`config.mk`:
```
export PLATFORM = sky130hd
export DESIGN_NAME = silent_seq
export DESIGN_NICKNAME = d
export VERILOG_FILES = /design/src/rtl/silent_pkg.sv /design/src/rtl/silent_addr_delay.sv /design/src/rtl/silent_seq.sv
export SDC_FILE = /design/constraint.sdc
export NUM_CORES = 1
export LEC_CHECK = 0
export CORE_UTILIZATION = 49
export CTS_BUF_LIST = sky130_fd_sc_hd__clkbuf_4
export DETAILED_ROUTE_END_ITERATION = 6
export HOLD_SLACK_MARGIN = 0.02
export PLACE_DENSITY_LB_ADDON = 0.2
export SYNTH_ARGS = -nofsm -noshare
export SYNTH_HDL_FRONTEND = slang
export SYNTH_SLANG_ARGS = --single-unit
```
`constraint.sdc`:
```
create_clock -name CLK -period 1.8 [get_ports CLK]
set_input_delay 0.45 -clock CLK [delete_from_list [all_inputs] [get_ports CLK]]
set_output_delay 0.45 -clock CLK [all_outputs]
set_load 0.05 [all_outputs]
```
`src/rtl/silent_pkg.sv`:
```
// Shared constants and FSM state type for the silent_seq channel sweeper.
package silent_pkg;

   localparam int unsigned DEFAULT_WIDTH   = 13;
   localparam int unsigned DEFAULT_DEPTH   = 249;
   localparam int unsigned DEFAULT_LATENCY = 3;

   typedef enum logic [1:0] {
      IDLE  = 2'd0,
      RUN   = 2'd1,
      DRAIN = 2'd2,
      DONE  = 2'd3
   } state_t;

endpackage

```
`src/rtl/silent_addr_delay.sv`:
```
// Fixed-depth valid/address delay line that aligns write-back with the
// external datapath's read-to-result latency.
module silent_addr_delay #(
   parameter int unsigned ADDR_W  = 8,
   parameter int unsigned LATENCY = 3
) (
   input  logic              clk,
   input  logic              rst,
   input  logic              valid,
   input  logic [ADDR_W-1:0] addr,
   output logic              dly_valid,
   output logic [ADDR_W-1:0] dly_addr
);

   logic              vld_q  [LATENCY];
   logic [ADDR_W-1:0] addr_q [LATENCY];

   // Shift valid and address one stage per cycle; reset flushes every stage.
   always_ff @(posedge clk) begin
      if (rst) begin
         for (int unsigned i = 0; i < LATENCY; i++) begin
            vld_q[i]  <= 1'b0;
            addr_q[i] <= '0;
         end
      end else begin
         vld_q[0]  <= valid;
         addr_q[0] <= addr;
         for (int unsigned i = 1; i < LATENCY; i++) begin
            vld_q[i]  <= vld_q[i-1];
            addr_q[i] <= addr_q[i-1];
         end
      end
   end

   // Last stage is the delayed write-back strobe and index.
   always_comb begin
      dly_valid = vld_q[LATENCY-1];
      dly_addr  = addr_q[LATENCY-1];
   end

endmodule

```
`src/rtl/silent_seq.sv`:
```
// Per-update channel sweeper: reads DEPTH channels, issues LATENCY-delayed
// write-backs, then pulses OUT_VALID. UPDATEs arriving while busy are
// dropped and flagged on the sticky OVERRUN output.
module silent_seq
   import silent_pkg::*;
#(
   parameter  int unsigned WIDTH   = DEFAULT_WIDTH,
   parameter  int unsigned DEPTH   = DEFAULT_DEPTH,
   parameter  int unsigned LATENCY = DEFAULT_LATENCY,
   localparam int unsigned ADDR_W  = $clog2(DEPTH)
) (
   input  logic              CLK,
   input  logic              RST,
   input  logic              UPDATE,
   input  logic              ENABLE,
   input  logic [WIDTH-1:0]  STEP,
   output logic [ADDR_W-1:0] RD_ADDR,
   output logic              RD_EN,
   output logic [WIDTH-1:0]  STEP_L,
   output logic              BYPASS,
   output logic [ADDR_W-1:0] WR_ADDR,
   output logic              WR_EN,
   output logic              OUT_VALID,
   output logic              BUSY,
   output logic              OVERRUN
);

   state_t            state;
   logic [ADDR_W-1:0] addr_cnt;
   logic              last_rd;
   logic              last_wr;
   logic              wr_en_d;
   logic [ADDR_W-1:0] wr_addr_d;

   // Terminal-count decodes for the read sweep and the final write-back.
   always_comb begin
      last_rd = (addr_cnt == ADDR_W'(DEPTH - 1));
      last_wr = wr_en_d && (wr_addr_d == ADDR_W'(DEPTH - 1));
   end

   // Sweep FSM, address counter, per-sweep latches and sticky overrun flag.
   always_ff @(posedge CLK) begin
      if (RST) begin
         state    <= IDLE;
         addr_cnt <= '0;
         STEP_L   <= '0;
         BYPASS   <= 1'b0;
         OVERRUN  <= 1'b0;
      end else begin
         if (UPDATE && (state != IDLE)) begin
            OVERRUN <= 1'b1;
         end
         case (state)
            IDLE: begin
               if (UPDATE) begin
                  state    <= RUN;
                  addr_cnt <= '0;
                  STEP_L   <= (STEP == '0) ? WIDTH'(1) : STEP;
                  BYPASS   <= ~ENABLE;
               end
            end
            RUN: begin
               // Counter parks at DEPTH-1 rather than wrapping.
               if (last_rd) begin
                  state <= DRAIN;
               end else begin
                  addr_cnt <= addr_cnt + ADDR_W'(1);
               end
            end
            DRAIN: begin
               if (last_wr) begin
                  state <= DONE;
               end
            end
            DONE: begin
               state <= IDLE;
            end
            default: begin
               state <= IDLE;
            end
         endcase
      end
   end

   // Read-side and status outputs decoded from registered state.
   always_comb begin
      RD_EN     = (state == RUN);
      RD_ADDR   = addr_cnt;
      BUSY      = (state != IDLE);
      OUT_VALID = (state == DONE);
      WR_EN     = wr_en_d;
      WR_ADDR   = wr_addr_d;
   end

   silent_addr_delay #(
      .ADDR_W  (ADDR_W),
      .LATENCY (LATENCY)
   ) u_delay (
      .clk       (CLK),
      .rst       (RST),
      .valid     (RD_EN),
      .addr      (RD_ADDR),
      .dly_valid (wr_en_d),
      .dly_addr  (wr_addr_d)
   );

endmodule

```
==> metrics.cfg, run 1 <==
[run_status]
status = finished clean

[floorplan]
dieArea_um2 = 4256
initial_utilization_pct = 52.34
row_count = 22
die_h_um = 65.24
ioPinCount = 52
core_um2 = 3744
die_w_um = 65.24

[cells_and_area]
final_common_cell = dfxtp_1
diodes = 0
nFillCells = 316
fin_nets = 288
syn_to_final_growth_pct = 32.50
fin_util_pct = 69.35
drive_gt1_share_pct = 25.56
fin_area_um2 = 2596
multi_input_area_um2 = 820.8
final_cell_mix = dfxtp_1, buf_4, nand2_1
seq_area_um2 = 1049

[critical_path]
critical_path_class = flop to primary output
crit_path_end_kind = primary output
cp_top_family = buffers and inverters
reg2regPathDepth = 7
worst_setup_path_start_kind = flop
arrival_ns = 1.33
r2r_slack_ns = 0.13
path_cells = buf_4 -> ha_4 -> buf_6 -> buf_12
crit_slowest_cell = dfxtp_2
crit_fanout = 9
path_buf_inv = 3
r2r-end = RD_ADDR[0]
critPathRequiredTime_ns = 1.35
r2r-start = RD_ADDR[1]
slowest_delay_ns = 0.35

[sta]
tightest_slew_ns = 0.3664
maxSlewViolCount = 0
setup_violations = 0
period_needed_ns = 1.779
fin_skew_ns = 0.01050
finalHoldViolCount = 0
max_freq_mhz = 562.0
relSlewSlack_pct = 75.35
period_share_pct = 98.85

[routing]
drtAntennaViolNets = 0
wl_um = 3883
firstDrtPassIters = 4
wl_per_cell_um = 12.37
via_count = 1588
via_per_inst = 5.057
drcViolationCount = 0
drt-initial-drc-count = 109

[pwr]
power_density_nw_per_um2 = 1268
ir_worst_vdd_uv = 1126
power.leakage_nw = 1.065

[clock_network]
cts_max_level = 2
clk_pin_slew_worst_paths_ns = 0.15
cts_buffer_depth = 2
numCtsBuffers = 5
clock-sinks = 52
holdBufCountCts = 0
cts_tree = built
clock_latency_ns = 0.38
root_buffer = clkbuf_4

[global_routing]
antenna_found_initial = 0
overflow = 0
first_global_vias = 1361
grt_pass1_wl_um = 6175
grt_use_total_pct = 19.48
grt_max_degree = 22

[worst_hold_path]
hold-path-cell-count = 1
min-delay-start = u_delay.addr_q[0][2]
holdPathEnd = u_delay.addr_q[0][10]
holdCritPathClass = flop to flop

[place]
postPlaceCellArea_um2 = 2484
dp_hpwl_um = 2841
io_buffers = 51
place_congestion = 0.8499

[synth]
ys_seq_area_share_pct = 53.13
yosysTopAreaCell = dfxtp_1
yosysTopAreaCellShare_pct = 53.13
yosysWarningCount = 0
synth_area_leaders = dfxtp_1, nor2b_1, nand2_1
synth_seq_cells = 52
synth_nets = 234
netlist_area_um2 = 1959
synth_area_per_cell_um2 = 9.286
synthDistinctLibCells = 33
synthCells = 211

[flow_run]
drv_cap = 0

where the power goes:
part | switching [mW] | total (mW) | leakage [nW] | internal, mW
logic | 0.868 | 1.42 | 0.609 | 0.557
registers | 0.0675 | 1.34 | 0.424 | 1.27
clock network | 0.374 | 0.529 | 0.0316 | 0.155
Yosys cell counts:
cell type	n
and3_1	2
nor3_1	2
buf_4	8
ha_1	6
clkbuf_1	6
dfxtp_1	52
a311oi_1	4
or3_1	1
a211oi_1	2
inv_2	1
nor2b_1	25
nand4b_1	1
and4_1	1
a221oi_4	1
o21a_1	1
o21ai_1	1
inv_1	6
nor2_1	12
a21oi_1	20
a22o_1	1
o21ai_0	4
and3b_4	1
nand4_1	2
o2bb2ai_1	1
nor4_1	3
a21o_1	2
o31ai_1	2
buf_1	1
nand3_1	4
nand2_1	33
buf_2	2
nand2b_1	2
a32oi_2	1
final cells by class:
cell class              count  area share [%]
clock buffers               5           1.446
multi-input cells         135           31.61
flip-flops and latches     52           40.39
well taps                  48           2.313
inverters                   7           1.012
clock inverters             3          0.8193
repair buffers             64           22.41
how the worst max path moves through the flow:
| stage | startpoint | endpoint | slack, ns | cells past startpoint |
|---|---|---|---|---|
| after floorplan | state[1] | RD_ADDR[2] | 0.03 | 7 |
| after global placement | UPDATE | RD_ADDR[2] | -0.08 | 5 |
| after detailed placement | UPDATE | RD_ADDR[6] | -0.11 | 5 |
| after CTS | state[0] | RD_EN | -0.04 | 4 |
| after global routing | state[0] | RD_EN | -0.009 | 4 |
| final | state[0] | RD_EN | 0.02 | 4 |
cells by family (layout without fill, tap and decap cells):
family,count (synthesis),in the layout,synth area share (%)
AO/OA/AOI/OAI,40,40,13.92
adder cells (fa/ha/maj),6,6,3.831
buffers and inverters,24,79,6.258
flip-flops,52,52,53.13
AND/OR/NAND/NOR,89,89,22.86
worst register-to-register path: stages (launching register included):
cell and delay (ns):
dfxtp_2 0.41, inv_1 0.09, ha_1 0.18, and3b_4 0.21, a221oi_4 0.32, buf_4 0.18, nor2_1 0.03, a211oi_1 0.18
registers in the layout, indices dropped and copies added (netlist names):
register,cells
u_delay.addr_q,24
OVERRUN,1
state,2
u_delay.vld_q,3
STEP_L,13
RD_ADDR,8
BYPASS,1
metrics by stage:
stage / power (mW) / TNS, ns / cells / setup WS (ns) / hold WS (ns)
CTS: 3.209 / -0.06494 / 311 / -0.03875 / 0.4491
floorplan: 2.207 / 0 / 211 / 0.03158 / 0.4138
global route: 3.451 / -0.009169 / 314 / -0.009169 / 0.4620
global placement: 2.663 / -0.2490 / 303 / -0.08143 / 0.4184
detailed placement: 2.675 / -0.3089 / 303 / -0.1101 / 0.4227
finish: 3.292 / 0 / 314 / 0.02065 / 0.4498
routing by layer:
layer | up-vias | GRT usage (%) | part of all wire, %
met2 | 54 | 29.12 | 45
met1 | 716 | 25.60 | 46
met3 | 5 | 5.382 | 7.2
met5 | - | 0 | 0
met4 | 0 | 9.783 | 1.5
li1 | 813 | - | -
repair_timing:
item                       in CTS  in global routing
setup endpoints to repair       2                  5
setup buffers                   0                  3
gates resized for setup         2                  6
pin swaps                       0                  1
Power figures use the tool's default switching activity.
==> run 2, diff against run 1 <==
--- a/config.mk
+++ b/config.mk
@@ -5,8 +5,7 @@
 export SDC_FILE = /design/constraint.sdc
 export NUM_CORES = 1
 export LEC_CHECK = 0
-export CORE_UTILIZATION = 49
-export CTS_BUF_LIST = sky130_fd_sc_hd__clkbuf_4
+export CORE_UTILIZATION = 47
 export DETAILED_ROUTE_END_ITERATION = 6
 export HOLD_SLACK_MARGIN = 0.02
 export PLACE_DENSITY_LB_ADDON = 0.2
==> metrics.cfg, run 2 (same netlist as run 1, synthesis figures left out) <==
[pwr]
combPwrFrac_pct = 40.0  ; -3.3 points
ir_worst_vdd_uv = 744.5  ; -34%
p_sw_share_pct = 38.74  ; -1.0 points
p_sw_mw = 1.293  ; -1.2%
seq_power_share_pct = 39.8  ; -0.8 points
power_density_nw_per_um2 = 1282  ; +1.1%
intPower_mw = 2.045  ; +3.1%
power.leakage_nw = 1.069  ; +0.36%
p_clk_share_pct = 20.2  ; +4.1 points

[sta]
period_share_pct = 95.85  ; -3.0 points
tightest_slew_ns = 0.3839  ; +0.01748 ns
rsz0062_at_grt = false
period_needed_ns = 1.725  ; -0.05412 ns
finalHoldViolCount = 0  ; unchanged
finalSetupTns_ns = 0  ; unchanged
setup_violations = 0  ; unchanged
max_freq_mhz = 579.6  ; +3.1%
fin_skew_ns = 0.007463  ; -0.003039 ns
relSlewSlack_pct = 74.19  ; -1.2 points
maxSlewViolCount = 0  ; unchanged

[clock_network]
numCtsBuffers = 5  ; unchanged
cts_buffer_depth = 2  ; unchanged
clk_pin_slew_worst_paths_ns = 0.10  ; -0.05 ns
clock-sinks = 52  ; unchanged
cts_tree = built
cts_max_level = 2  ; unchanged
clock_latency_ns = 0.31  ; -0.07 ns
root_buffer = clkbuf_8

[routing]
via_per_inst = 5.003  ; -1.1%
drtAntennaViolNets = 0  ; unchanged
firstDrtPassIters = 4  ; unchanged
wl_um = 3839  ; -1.1%
drt-initial-drc-count = 40  ; -63%
via_count = 1571  ; -1.1%
drcViolationCount = 0  ; unchanged
wl_per_cell_um = 12.23  ; -1.1%

[place]
dp_hpwl_um = 2841  ; about the same
io_buffers = 51  ; unchanged
place_congestion = 0.8988  ; +5.8%
dp.cells = 306  ; +0.99%

[critical_path]
critical_path_class = flop to flop
r2r_slack_ns = 0.07  ; -0.06 ns
reg2regPathDepth = 6  ; -1
crit_end = RD_ADDR[2]
timing.critical_path.from = RD_ADDR[0]
crit_slowest_cell = dfxtp_2
path_cells = inv_1 -> ha_1 -> and3b_4 -> a221oi_4 -> a21oi_1 -> a311oi_1
r2r-start = RD_ADDR[0]
arrival_ns = 1.94  ; +0.61 ns
slowest_delay_ns = 0.38  ; +0.03 ns
crit_path_end_kind = flop
worst_setup_path_start_kind = flop
critPathRequiredTime_ns = 2.02  ; +0.67 ns
r2r-end = RD_ADDR[2]
crit_fanout = 6  ; -3

[worst_hold_path]
holdCritPathClass = flop to flop
hold-path-cell-count = 1  ; unchanged

[cells_and_area]
stdcell_count = 314  ; unchanged
final_common_cell = dfxtp_1
fin_nets = 286  ; -0.69%
drive_gt1_share_pct = 23.86  ; -1.7 points
largest_reg_flops = 24  ; unchanged
syn_to_final_growth_pct = 32.89
final_cell_mix = dfxtp_1, buf_4, nand2_1
diodes = 0  ; unchanged
largest-register = u_delay.addr_q

[global_routing]
overflow = 0  ; unchanged
grt_use_total_pct = 18.89  ; -0.59 points
first_global_vias = 1411  ; +3.7%
grt_pass1_wl_um = 6203  ; +0.45%
grt_max_degree = 27  ; +23%
antenna_found_initial = 0  ; unchanged

[floorplan]
row_count = 23  ; +4.5%
initial_utilization_pct = 48.98  ; -3.4 points
core_um2 = 4000  ; +6.9%
ioPinCount = 52  ; unchanged
die_w_um = 66.57  ; +2.0%
dieArea_um2 = 4431  ; +4.1%
die_h_um = 66.57  ; +2.0%

[flow_run]
drv_cap = 0  ; unchanged

[run_status]
status = finished clean

==> run 2: how the worst min path moves through the flow <==
| stage | startpoint | endpoint | slack [ns] |
|---|---|---|---|
| detailed placement | u_delay.vld_q[0][0] | u_delay.vld_q[0][1] | 0.42 |
| finish | u_delay.addr_q[0][2] | u_delay.addr_q[0][10] | 0.44 |
| CTS | u_delay.vld_q[0][0] | u_delay.vld_q[0][1] | 0.45 |
| floorplan | u_delay.addr_q[0][2] | u_delay.addr_q[0][10] | 0.41 |
| global route | u_delay.addr_q[0][4] | u_delay.addr_q[0][12] | 0.45 |
| global placement | u_delay.addr_q[0][7] | u_delay.addr_q[0][15] | 0.42 |
==> run 2: area by class of cell <==
type | count | area [um^2]
clock buffer | 5 | 68.82
clock inverter | 3 | 26.28
multi-input combinational | 135 | 800.8
sequential | 52 | 1044
tap | 50 | 62.56
inverter | 7 | 26.28
fill | 316 | 1396
timing repair buffer | 62 | 575.6
==> run 2: timing repair <==
action                                  4_1_cts  5_1_grt
resized for setup                             1        0
buffers inserted                              0        0
hold endpoints to repair                      0        0
endpoints found under the setup margin        1        1
hold buffers                                  0        0
pin swaps                                     0        1
==> run 2: power by group through the flow <==
stage	combinational (mW)	clock [mW]	sequential (mW)
after CTS	1.34	0.703	1.33
after global placement	1.31	0	1.35
after detailed placement	1.32	0	1.36
final	1.33	0.674	1.33
after floorplan	0.597	0	1.61
after global routing	1.42	0.752	1.34
==> run 2: per-stage QoR <==
stage,hold slack [ns],area [um^2],setup slack (ns),total power [mW],utilization [%]
after CTS,0.4451,2604,0.05789,3.370,65.09
final,0.4437,2604,0.07477,3.338,65.09
after detailed placement,0.4233,2506,-0.1497,2.680,62.65
after global placement,0.4167,2506,-0.08537,2.663,62.65
after floorplan,0.4138,1964,0.03158,2.207,-
after global routing,0.4503,2604,0.005114,3.512,65.09
==> run 2: layer usage <==
layer	up-vias	global-route usage [%]	routed length, um	part of all wire [%]
met4	0	8.777	76	2.0
met5	-	0	0	0
met2	55	31.19	1846	48
met1	705	21.40	1663	43
li1	804	-	-	-
met3	7	7.021	251	6.5
==> run 2: critical path, delay by kind of cell, from the launching register on <==
kind,cells,cell delay (ns)
buf+inv,1,0.07
simple gates,1,0.21
compound gates,3,0.76
fa+ha+maj,1,0.21
flops,1,0.38
